[src/rtl/nanov_shift_seq.sv]
// nanov_shift_seq -- sequencer for a bit-serial RISC-V shifter.
//
// The block owns the operand registers of an external serial shifter and
// steps it through 32 bit positions. Each RUN cycle the shifter returns one
// result bit (sh_d) and optionally asks for the working A register to be
// shifted right with a fill bit. Shift direction and sign handling live
// entirely in the shifter. The sequencer only counts and collects bits.
//
// Ports
//   clk         single clock, rising edge
//   rstn        asynchronous active-low reset
//   start       request; sampled only in IDLE or DONE
//   op_in[3:0]  0001 SLL, 0101 SRL, 1101 SRA (op_in[1:0] must be 01)
//   a_in[31:0]  operand A, captured on an accepted start
//   b_in[4:0]   shift amount, captured on an accepted start
//   sh_op       registered op           -> shifter op
//   sh_counter  bit index 0..31         -> shifter counter
//   sh_a        working A register      -> shifter a
//   sh_b        registered shift amount -> shifter b
//   sh_d        serial result bit       <- shifter
//   sh_shift_a  shift working A request <- shifter
//   sh_top_bit  fill bit for working A  <- shifter
//   busy        high while in RUN
//   done        one-cycle pulse while in DONE; result is final
//   result      shifted value, held until the next accepted start
//
// Handshake: a start is accepted on a rising edge when the block is in IDLE
// or DONE, start=1 and op_in[1:0]=01. start is ignored in RUN. done is high
// for exactly one cycle, 32 edges after the accepting edge, and result is
// valid from that cycle until the next accepted start.
//
// Option macro: NANOV_SHIFT_ZERO_FAST_EN -- when defined, an accepted start
// with b_in=0 skips RUN, loads result=a_in and goes directly to DONE.

module nanov_shift_seq (
  input  logic        clk,
  input  logic        rstn,
  input  logic        start,
  input  logic [3:0]  op_in,
  input  logic [31:0] a_in,
  input  logic [4:0]  b_in,
  output logic [3:0]  sh_op,
  output logic [4:0]  sh_counter,
  output logic [31:0] sh_a,
  output logic [4:0]  sh_b,
  input  logic        sh_d,
  input  logic        sh_shift_a,
  input  logic        sh_top_bit,
  output logic        busy,
  output logic        done,
  output logic [31:0] result
);

  typedef enum logic [1:0] {
    ST_IDLE = 2'd0,
    ST_RUN  = 2'd1,
    ST_DONE = 2'd2
  } state_t;

  state_t      state, state_nx;
  logic [3:0]  op_nx;
  logic [4:0]  counter_nx;
  logic [31:0] a_nx;
  logic [4:0]  b_nx;
  logic [31:0] result_nx;
  logic        accept;

  // Only shift opcodes (low bits 01) are taken; anything else is dropped.
  assign accept = start && (op_in[1:0] == 2'b01);

  always_ff @(posedge clk or negedge rstn) begin
    if (!rstn) begin
      state      <= ST_IDLE;
      sh_op      <= 4'd0;
      sh_counter <= 5'd0;
      sh_a       <= 32'd0;
      sh_b       <= 5'd0;
      result     <= 32'd0;
    end else begin
      state      <= state_nx;
      sh_op      <= op_nx;
      sh_counter <= counter_nx;
      sh_a       <= a_nx;
      sh_b       <= b_nx;
      result     <= result_nx;
    end
  end

  always_comb begin
    state_nx   = state;
    op_nx      = sh_op;
    counter_nx = sh_counter;
    a_nx       = sh_a;
    b_nx       = sh_b;
    result_nx  = result;

    case (state)
      ST_IDLE, ST_DONE: begin
        if (accept) begin
          op_nx      = op_in;
          a_nx       = a_in;
          b_nx       = b_in;
          counter_nx = 5'd0;
`ifdef NANOV_SHIFT_ZERO_FAST_EN
          if (b_in == 5'd0) begin
            result_nx = a_in;
            state_nx  = ST_DONE;
          end else begin
            result_nx = 32'd0;
            state_nx  = ST_RUN;
          end
`else
          result_nx = 32'd0;
          state_nx  = ST_RUN;
`endif
        end else begin
          // DONE lasts one cycle; a rejected start behaves like no start.
          state_nx = ST_IDLE;
        end
      end

      ST_RUN: begin
        // Bits arrive LSB first: the bit taken at counter k ends in result[k].
        result_nx  = {sh_d, result[31:1]};
        if (sh_shift_a) begin
          a_nx = {sh_top_bit, sh_a[31:1]};
        end
        counter_nx = sh_counter + 5'd1;
        if (sh_counter == 5'd31) begin
          state_nx = ST_DONE;
        end
      end

      default: begin
        state_nx = ST_IDLE;
      end
    endcase
  end

  assign busy = (state == ST_RUN);
  assign done = (state == ST_DONE);

endmodule

[config.mk]
export PLATFORM = sky130hd
export DESIGN_NAME = nanov_shift_seq
export DESIGN_NICKNAME = d
export VERILOG_FILES = /design/src/rtl/nanov_shift_seq.sv
export SDC_FILE = /design/constraint.sdc
export NUM_CORES = 1
export LEC_CHECK = 0
export ABC_AREA = 1
export ABC_CLOCK_PERIOD_IN_PS = 1500
export BUFFER_PORTS_ARGS = -buffer_cell sky130_fd_sc_hd__buf_2
export CORE_MARGIN = 5
export CORE_UTILIZATION = 25
export CTS_BUF_LIST = sky130_fd_sc_hd__clkbuf_8
export DETAILED_ROUTE_END_ITERATION = 10
export PLACE_DENSITY = 0.53
export SYNTH_ARGS = -nofsm -noshare
export SYNTH_HDL_FRONTEND = slang
export SYNTH_SLANG_ARGS = --single-unit
[constraint.sdc]
create_clock -name clk -period 1.5 [get_ports clk]
set_clock_uncertainty 0.1 [all_clocks]
set_input_delay 0.3 -clock clk [delete_from_list [all_inputs] [get_ports clk]]
set_output_delay 0.3 -clock clk [all_outputs]
set_load 0.02 [all_outputs]
# [Yosys cells after proc, flatten, opt, wreduce, memory -nomap -nowiden]
# Cells that the tools add are included.
[op_classes] n_mux=10 addsub=1 eq_ne=7 reduce_logical=7
[op_table] operator="case mux 32 bit (2 select lines)" n=2
[op_table] operator="two-way mux 32 bit" n=3
[op_table] operator="case mux 5 bit (2 select lines)" n=1
[op_table] operator="adder 5 x 1 -> 5 bit, second input constant" n=1
[op_table] operator="equality test 5 bit, second input constant" n=1
[op_table] operator="two-way mux 5 bit" n=1
[op_table] operator="equality test 2 x 1 -> 1 bit, second input constant" n=2
[op_table] operator="!= test 2 bit, second input constant" n=2
[op_table] operator="case mux 2 bit (2 select lines)" n=1
[op_table] operator="AND reduction 2 bit" n=2
[op_table] operator="AND reduction 3 bit" n=1
[op_table] operator="equality test 2 bit, second input constant" n=1
[op_table] operator="zero test 2 bit" n=1
[op_table] operator="two-way mux 2 bit" n=1
[op_table] operator="!= test 2 x 1 -> 1 bit, second input constant" n=1
[op_table] operator="nonzero test 2 bit" n=1
[op_table] operator="OR reduction 2 bit" n=1
[op_table] operator="logical AND 1 bit" n=1
[op_table] operator="two-way mux 1 bit" n=1
[word_totals] output_inout_bits=80 regBits=80 in_bits=47

# [Longest topological paths before layout]
# Gate-level depths: netlist of run 1.
[logic_depth] ltp_word=4 ltp_mapped=8 depth_no_buf=7

# [Least setup slack after synthesis of run 1]
# OpenSTA, ideal clock, no wires.
[synth_path] path_type="register to register" startpoint="register sh_counter[0]" endpoint="register sh_counter[4]" stages_incl_launch_ff=7 synth_period_minus_slack_ns=1.412 arrival_time_ns=1.194 setup_slack_ns=0.088 setup_time_ns=0.118 cell_sequence="dfrtp_1 ha_1 nand2_1 nor2_1 ha_1 nand2_1 nand2_1"
[synth_between] elab_chain_len=2
[synth_rtl] item="from (decl)" line="43" rtl="output logic [4:0] sh_counter,"
[synth_rtl] item="from (signal assigned)" line="82" rtl="sh_counter <= counter_nx;"
[synth_rtl] item="adder 5 x 1 -> 5 bit" line="128" rtl="counter_nx = sh_counter + 5'd1;"
[synth_rtl] item="case mux 5 bit (2 select lines)" line="97" rtl="case (state)"
# No other way between the ends.
# A chain may end at the register's enable or synchronous reset.

# [Worst setup path after layout of run 1]
[layout_path] startpoint="register state[1]" endpoint="output port busy"
[layout_between] elab_chain_len=1
[layout_rtl] item="from (decl)" line="60" rtl="state_t state, state_nx;"
[layout_rtl] item="from (signal assigned)" line="80" rtl="state <= state_nx;"
[layout_rtl] item="equality test 2 x 1 -> 1 bit" line="140" rtl="assign busy = (state == ST_RUN);"
[layout_rtl] item="to (decl)" line="49" rtl="output logic busy,"
# No other way between the ends.

==> impl_metrics.tcl, run 1 <==
set metrics [dict create \
    via_per_inst 4.50 \
    root_buffer "clkbuf_8" \
    cp-start-kind "flop" \
    netlist_area_um2 3680 \
    core_area_um2 14500 \
    min-delay-start "op_in[3]" \
    arrival_ns 1.07 \
    place_area_um2 4580 \
    initial_utilization_pct 25.4 \
    rsz0062_at_grt "true" \
    nets 634 \
    relSlewSlack_pct 69.9 \
    ios 127 \
    drtPass1Iterations 4 \
    clock_sinks 80 \
    htreeDepth 3 \
    vias 3477 \
    dp.cells 755 \
    finalMaxSlewViolations 0 \
    wl_per_cell_um 13.4 \
    die_x_um 131 \
    insertion_delay_ns 0.36 \
    worstPathMaxFanout 2 \
    fmax_ghz 0.679 \
    port_buffers 126 \
    antenna_found_initial 0 \
    worstSetupPathType "reg2out" \
    drtIter0Drc 218 \
    clk_pin_slew_worst_paths_ns 0.09 \
    rows 44 \
    power_density_nw_per_um2 2150 \
    min_period_ns 1.47 \
    synth_seq_cells 80 \
    clock_path_buffers 2 \
    synth_area_leaders "dfrtp_1, nand2_1, o211ai_1" \
    finalSetupViolCount 0 \
    grt_max_degree 81 \
    diodes 0 \
    cts_tree "done" \
    antenna_left 0 \
    die_height_um 131 \
    stdcell_count 773 \
    grt_overflow 0 \
    hold_path.class "in2reg" \
    finish.instance_area_um2 4850 \
    cp-startpoint "state[1]" \
    ir_worst_vdd_mv 0.607 \
    drcViolationCount 0 \
    ys_seq_area_share_pct 54.4 \
    tightest_slew_ns 0.452 \
    synth-edff-count 0 \
    fin_crit_sh_pct 98.2 \
    syn_inst 460 \
    syn-num-nets 509 \
    max-cap-violations 0 \
    drive_gt1_share_pct 28.5 \
    synthTopCellsByCount "nand2_1, dfrtp_1, nand3_1, o211ai_1, buf_2" \
    syn_avg_cell_area_um2 8.00 \
    grt_pass1_wl_um 17600 \
    gp_congestion 0.765 \
    cts-buffers-inserted 9 \
    yosys.area.top_type "dfrtp_1" \
    r2r-start "state[0]" \
    synth_top_area_share_pct 54.4 \
    synth_most_common_cell "nand2_1" \
    synth_warnings 0 \
    hold_viol_final 0 \
    status "complete, no violations" \
    crit_path_end_kind "output port" \
    grtUsageTotal_pct 12.2 \
    grt_pass1_vias 3454 \
    p_leak_nw 2.79 \
    dieArea_um2 17300 \
    hold_ws_ns 0.0440 \
    area_growth_pct 31.6 \
    yosys.cell_types.count 18 \
    wirelength_um 10400 \
    synthArstFlopShare_pct 100 \
    dpl.hpwl_um 7030 \
    required_ns 1.10 \
    synth_flop_cell "dfrtp_1" \
]
-- kinds of logic after synthesis --
logic type / share of synthesized area, %
simple gates: 31.9
fa+ha+maj: 0.679
flops: 54.4
compound gates: 7.58
buf+inv: 5.50
-- cell usage in the layout, fill, tap and decap left out, drive strengths merged --
master,instances
dfrtp,80
or2,1
clkinv,3
clkbuf,10
bufinv,1
nand4,1
o21ai,6
nor2,7
inv,10
a21oi,1
buf,144
nand3,36
ha,2
nand2,253
o211ai,32
dlygate4sd3,2
-- path summary, 6_finish.rpt --
kind                            cells after the start        to  slack (ns)
worst min-delay path                                3  sh_op[3]        0.04
max in group asynchronous                           3  sh_a[22]        0.53
worst max register to register                      7  sh_a[17]        0.05
min in group asynchronous                           3  sh_a[11]        0.41
worst min register to register                      2   sh_b[0]        0.38
worst max-delay path                                4      busy        0.03
-- registers in the layout, summed over array words and instances, names as in the netlist --
name and flops:
sh_a 32, result 32, state 2, sh_op 4, sh_counter 5, sh_b 5
-- routing by layer --
metal | track usage, % | wire (µm)
met1 | 15.8 | 4690
met2 | 19.4 | 4910
met3 | 4.89 | 689
met4 | 2.97 | 75
met5 | 0 | 0
-- area by class of cell --
cell class / instances / area, µm²
well taps: 184 / 230
fillers: 1570 / 9630
inverters: 9 / 38.8
repair buffers: 146 / 900
clock buffers: 10 / 138
multi-input cells: 339 / 1490
flip-flops and latches: 80 / 2000
clock inverters: 5 / 48.8
-- where the power goes --
part           total, mW  internal, mW  switching, mW
combinational       5.14          1.83           3.31
sequential          3.74          3.05          0.693
clock               1.56         0.791          0.767
total               10.4          5.67           4.77
-- metrics by stage --
stage	power, mW	setup slack [ns]	util (%)	TNS, ns
4_1_cts	10.6	-0.00651	33.2	-0.0116
5_1_grt	11.4	-0.0507	33.5	-0.311
3_5_place_dp	8.88	0.0867	31.7	0
3_3_place_gp	8.78	0.109	31.7	0
6_report	10.4	0.0263	33.5	0
2_1_floorplan	7.00	0.0883	-	0
-- critical path, stage by stage (launching register included) --
cell     delay, ns
dfrtp_1       0.39
inv_2         0.08
nand2_4       0.07
inv_6         0.07
buf_6         0.11
-- repair_timing --
item / in CTS / in global routing
buffers inserted: 2 / 0
gates resized for setup: 9 / 6
pin swaps: 2 / 0
setup endpoints to repair: 3 / 21
hold buffers: 1 / 1
hold endpoints to repair: 80 / 1
No activity file was read; power rests on OpenSTA's default activity.
==> run 2, diff against run 1 <==
- ABC_AREA: 1 -> unset
==> run 2 against run 1 <==
  * The flow now finishes with violations (setup timing)
  * Wire length is 16% lower
  * Area after synthesis fell by 5.4%
  * Non-clock buffer count increased by 12
  * Sequential share of layout area shrank 2.1 points
  * First-iteration DRC count decreased by 62%
  * Hold slack better by 0.029 ns
  * Sequential power grew 3%
  * Fmax decreased by 15%
  * Final cell count decreased by 28%
  * Design area up 5.3%
  * Setup slack got worse by 0.26 ns
  * Die area down 5.0%
  * Critical path type is now reg2reg
  * Critical endpoint is now sh_a[19]
==> impl_metrics.tcl, run 2 <==
set metrics [dict create \
    place_area_um2 4620 \
    vias 2432 \
    htreeDepth 3 \
    failed_checks "setup timing" \
    pre_cts_slack_ns -0.136 \
    dpl.hpwl_um 5930 \
    max-cap-violations 0 \
    fmax_ghz 0.577 \
    met3_usage_pct 3.17 \
    crit_path_end_kind "flop" \
    arrival_ns 1.87 \
    cp-start-kind "flop" \
    tightest_slew_ns 0.420 \
    synth_most_common_cell "dfrtp_1" \
    port_buffers 126 \
    holdPathStages 2 \
    finalSetupViolCount 78 \
    met1_usage_pct 14.3 \
    yosys.cell_types.count 24 \
    grt_overflow 0 \
    required_ns 1.64 \
    drive_gt1_share_pct 66.5 \
    grt_use_met2_pct 15.7 \
    p_leak_nw 2.65 \
    wl_per_cell_um 15.6 \
    netlist_area_um2 3480 \
    wirelength_um 8710 \
    ir_worst_vdd_mv 0.805 \
    gp_congestion 0.706 \
    area_growth_pct 46.5 \
    finalMaxSlewViolations 0 \
    hold_viol_final 0 \
    clock_path_buffers 2 \
    diodes 0 \
    rsz0062_at_grt "true" \
    drcViolationCount 0 \
    insertion_delay_ns 0.35 \
    syn_avg_cell_area_um2 15.8 \
    layout_commonest_cell "buf_2" \
    synth_flop_cell "dfrtp_1" \
    via_per_inst 4.35 \
    worstSetupPathType "reg2reg" \
    synth_warnings 0 \
    r2r_cells 5 \
    tns_ns -14.70 \
    finish.instance_area_um2 5100 \
    syn_inst 220 \
    top_regs "result x32, sh_a x32" \
    grt_pass1_vias 2549 \
    grt_max_degree 81 \
    grt-busiest-layer "met2" \
    n_fill_cell 1359 \
    core_area_um2 13800 \
    synth_seq_cells 80 \
    mostFrequentLayoutCells "buf_2, dfrtp_1, mux2_4, a22o_1" \
    rows 43 \
    fin_crit_sh_pct 115 \
    ios 127 \
    antenna_found_initial 0 \
    synth-edff-count 0 \
    worst_slack_ns -0.232 \
    clock_sinks 80 \
    root_buffer "clkbuf_8" \
    synthArstFlopShare_pct 100 \
    nets 424 \
    initial_utilization_pct 25.3 \
    min_period_ns 1.73 \
    power_density_nw_per_um2 2260 \
    worstPathMaxFanout 9 \
    grt_pass1_wl_um 13500 \
    die_x_um 128 \
    dieArea_um2 16400 \
    drtPass1Iterations 4 \
    hold_path.class "in2reg" \
    drtIter0Drc 82 \
    relSlewSlack_pct 72.0 \
    cts-buffers-inserted 9 \
    grtUsageTotal_pct 10.7 \
    clk_pin_slew_worst_paths_ns 0.08 \
    synthTopCellsByCount "dfrtp_1, mux2_2, a22o_1, mux2_4, buf_2" \
    antenna_left 0 \
    ys_seq_area_share_pct 57.5 \
    syn-num-nets 269 \
    die_height_um 128 \
    status "complete, but fails checks" \
    synth_top_area_share_pct 57.5 \
    synth_area_leaders "dfrtp_1, mux2_2, mux2_4" \
    yosys.area.top_type "dfrtp_1" \
    cts_tree "done" \
]
run 2: changes by cell type in the layout (fill, tap and decap cells not counted), moves of 8 or more:
cell      change
a22o_1       +35
o211ai_1     -32
nand2_1     -250
nand3_1      -35
mux2_4       +60
buf_6         +8
mux2_2       +11
run 2: per-layer routing:
| metal | share of wire (%) | vias to the layer above |
|---|---|---|
| met2 | 45 | 83 |
| met5 | 0 | - |
| li1 | - | 1129 |
| met3 | 6.4 | 11 |
| met1 | 47 | 1209 |
| met4 | 1.9 | 0 |
run 2: cells by family (layout without fill, tap and decap cells):
logic type | Yosys count | after routing | synth area share, %
AO/OA/AOI/OAI | 40 | 40 | 9.95
flip-flops | 80 | 80 | 57.5
AND/OR/NAND/NOR | 10 | 10 | 2.26
buffers and inverters | 15 | 174 | 2.91
adder cells (fa/ha/maj) | 2 | 2 | 0.718
XOR/XNOR | 1 | 1 | 0.251
multiplexers | 72 | 72 | 26.5
run 2: layout make-up:
class	count	area, µm²	area share (%)
flip-flops and latches	80	2000	39.3
multi-input cells	125	1520	29.7
repair buffers	158	1140	22.4
well taps	180	225	4.41
clock buffers	9	124	2.43
clock inverters	6	77.6	1.52
inverters	1	11.3	0.221
run 2: repair_timing:
item                       CTS  global route
resized for setup           16            13
pin swaps                    0             1
setup endpoints to repair   79            78
buffers inserted             4             3
hold buffers                 1             0
gates cloned                 1             4
hold endpoints to repair    80             0
run 2: path summary, 6_finish.rpt:
| check | from | to | slack (ns) |
|---|---|---|---|
| min reg2reg | sh_op[0] | sh_op[0] | 0.40 |
| min | op_in[3] | sh_op[3] | 0.07 |
| max | state[0] | sh_a[19] | -0.23 |
| max reg2reg | state[0] | sh_a[19] | -0.23 |
| max in group asynchronous | rstn | sh_counter[1] | 0.54 |
| min in group asynchronous | rstn | result[19] | 0.43 |
run 2: stage by stage:
stage          cells  hold slack, ns  total power, mW  util, %
3_3_place_gp     531           0.266             9.45     33.5
2_1_floorplan    220         -0.0956             7.66        -
4_1_cts          552          0.0407             11.5     35.9
6_report         559          0.0731             11.6     37.1
5_1_grt          559          0.0411             12.3     37.1
3_5_place_dp     531           0.265             9.52     33.5
run 2: worst max-delay path, cell delays in order, from the launching register on:
cell	delay, ns
dfrtp_1	0.42
buf_6	0.13
and4bb_4	0.32
a21o_4	0.16
clkbuf_16	0.19
mux2_4	0.30
run 2: power breakdown:
group          leakage (nW)  total [mW]  internal, mW  switching [mW]
registers             0.996        3.85          3.09           0.756
clock network         0.111        1.66         0.911           0.751
logic                  1.54        6.04          3.32            2.72
==> run 3, diff against run 2 <==
- REMOVE_ABC_BUFFERS: unset -> 1
==> run 3 against run 2 <==
  * The run still ends with setup timing left
  * Hold slack improved by 0.0025 ns
  * Non-clock buffer count shrank 4
  * Via count is 1.7% lower
  * Utilization decreased by 1.5 points
  * Critical path type unchanged
  * Critical endpoint is now sh_a[6]
==> impl_metrics.tcl, run 3 (synthesis gave the netlist of run 2 again) <==
set metrics [dict create \
    tightest_slew_ns 0.421 \
    r2r_cells 5 \
    clock_path_buffers 2 \
    cp-startpoint "state[0]" \
    failed_checks "setup timing" \
    worstPathMaxFanout 16 \
    hold_path.class "in2reg" \
    rrSetupSlack_ns -0.22 \
    crit_family "flip-flops" \
    finish.instance_area_um2 4900 \
    grtUsageTotal_pct 10.1 \
    initial_utilization_pct 25.3 \
    dieArea_um2 16400 \
    min_period_ns 1.72 \
    rr_endpoint "sh_a[6]" \
    top_regs "result x32, sh_a x32" \
    antenna_left 0 \
    root_buffer "clkbuf_8" \
    dp.cells 530 \
    critical_path_cell_count 5 \
    p_leak_nw 2.49 \
    clock_sinks 80 \
    cp-start-kind "flop" \
    gp_congestion 0.716 \
    drtIter0Drc 77 \
    cts_tree "done" \
    stdcell_count 556 \
    finalMaxSlewViolations 0 \
    insertion_delay_ns 0.35 \
    worst_slack_ns -0.216 \
    die_height_um 128 \
    finalSetupViolCount 76 \
    grt_pass1_wl_um 13000 \
    hold_viol_final 0 \
    diodes 0 \
    worstSetupPathType "reg2reg" \
    n_fill_cell 1403 \
    antenna_found_initial 0 \
    path_cells "buf_6 > and4bb_4 > a21o_4 > buf_12 > mux2_2" \
    multi_input_area_um2 1420 \
    drcViolationCount 0 \
    r2r-start "state[0]" \
    mostFrequentLayoutCells "buf_2, dfrtp_1, mux2_4, a22o_1, mux2_2" \
    grt_overflow 0 \
    wirelength_um 8320 \
    ios 127 \
    final_core_util_pct 35.6 \
    arrival_ns 1.86 \
    dpl.hpwl_um 5770 \
    cts-buffers-inserted 9 \
    core_area_um2 13800 \
    layout_commonest_cell "buf_2" \
    cp_slowest_cell "dfrtp_1" \
    via_per_inst 4.30 \
    nets 420 \
    relSlewSlack_pct 71.9 \
    worstSetupEndpoint "sh_a[6]" \
    rows 43 \
    max-cap-violations 0 \
    crit_buf_inv 2 \
    area_growth_pct 40.7 \
    pre_cts_slack_ns -0.109 \
    htreeDepth 3 \
    required_ns 1.65 \
    drive_gt1_share_pct 65.7 \
    cp_slowest_stage_delay_ns 0.42 \
    place_area_um2 4460 \
    grt_max_degree 81 \
    status "complete, but fails checks" \
    vias 2391 \
    crit_path_end_kind "flop" \
    grt_pass1_vias 2481 \
    regArea_um2 2000 \
    fin_crit_sh_pct 114 \
    clk_pin_slew_worst_paths_ns 0.08 \
    fmax_ghz 0.583 \
    drtPass1Iterations 4 \
    die_x_um 128 \
    wl_per_cell_um 15.0 \
    rsz0062_at_grt "true" \
    port_buffers 126 \
    ir_worst_vdd_mv 0.879 \
    power_density_nw_per_um2 2260 \
]
run 3: timing repair:
item	in CTS	in global routing
gates resized for setup	11	18
gates cloned	1	2
setup endpoints to repair	75	78
buffers inserted	4	2
hold buffers	1	0
endpoints found under the hold margin	80	0
run 3: final cells by class:
type                            instances  area share (%)
Clock buffer                           11            3.09
Clock inverter                          5            1.15
Inverter                                1           0.179
Multi-Input combinational cell        125            29.0
Sequential cell                        80            40.8
Tap cell                              180            4.59
Timing Repair Buffer                  154            21.1
run 3: worst min path at each step:
stage	start	to	depth (start not counted)
3_3_place_gp	rstn	sh_counter[1]	2
5_1_grt	b_in[0]	sh_b[0]	2
4_1_cts	b_in[0]	sh_b[0]	2
6_report	b_in[0]	sh_b[0]	2
2_1_floorplan	rstn	result[0]	0
3_5_place_dp	rstn	sh_counter[1]	2
run 3: power by group:
group / leakage, nW / total (mW) / switching, mW / internal [mW]
registers: 0.998 / 3.83 / 0.741 / 3.09
clock network: 0.0990 / 1.64 / 0.782 / 0.853
logic: 1.40 / 5.62 / 2.64 / 2.98
total: 2.49 / 11.1 / 4.16 / 6.92
run 3: worst register-to-register path, cell delays in order (launching register included):
cell and delay, ns:
dfrtp_1 0.42, buf_6 0.13, and4bb_4 0.29, a21o_4 0.13, buf_12 0.18, mux2_2 0.35
run 3: metal layers:
| metal | track usage (%) | part of all wire [%] | vias to the layer above |
|---|---|---|---|
| li1 | - | - | 1114 |
| met1 | 13.8 | 47 | 1198 |
| met2 | 14.9 | 47 | 71 |
| met3 | 2.75 | 5.3 | 8 |
| met4 | 4.68 | 1.4 | 0 |
| met5 | 0 | 0 | - |
run 3: stage by stage:
stage	TNS (ns)	hold WS [ns]	power (mW)
floorplan	-31.24	-0.0956	7.12
detailed placement	-5.01	0.268	9.07
global placement	-4.72	0.264	9.01
global route	-16.92	0.0514	11.8
finish	-12.53	0.0756	11.1
CTS	-13.68	0.0396	11.0
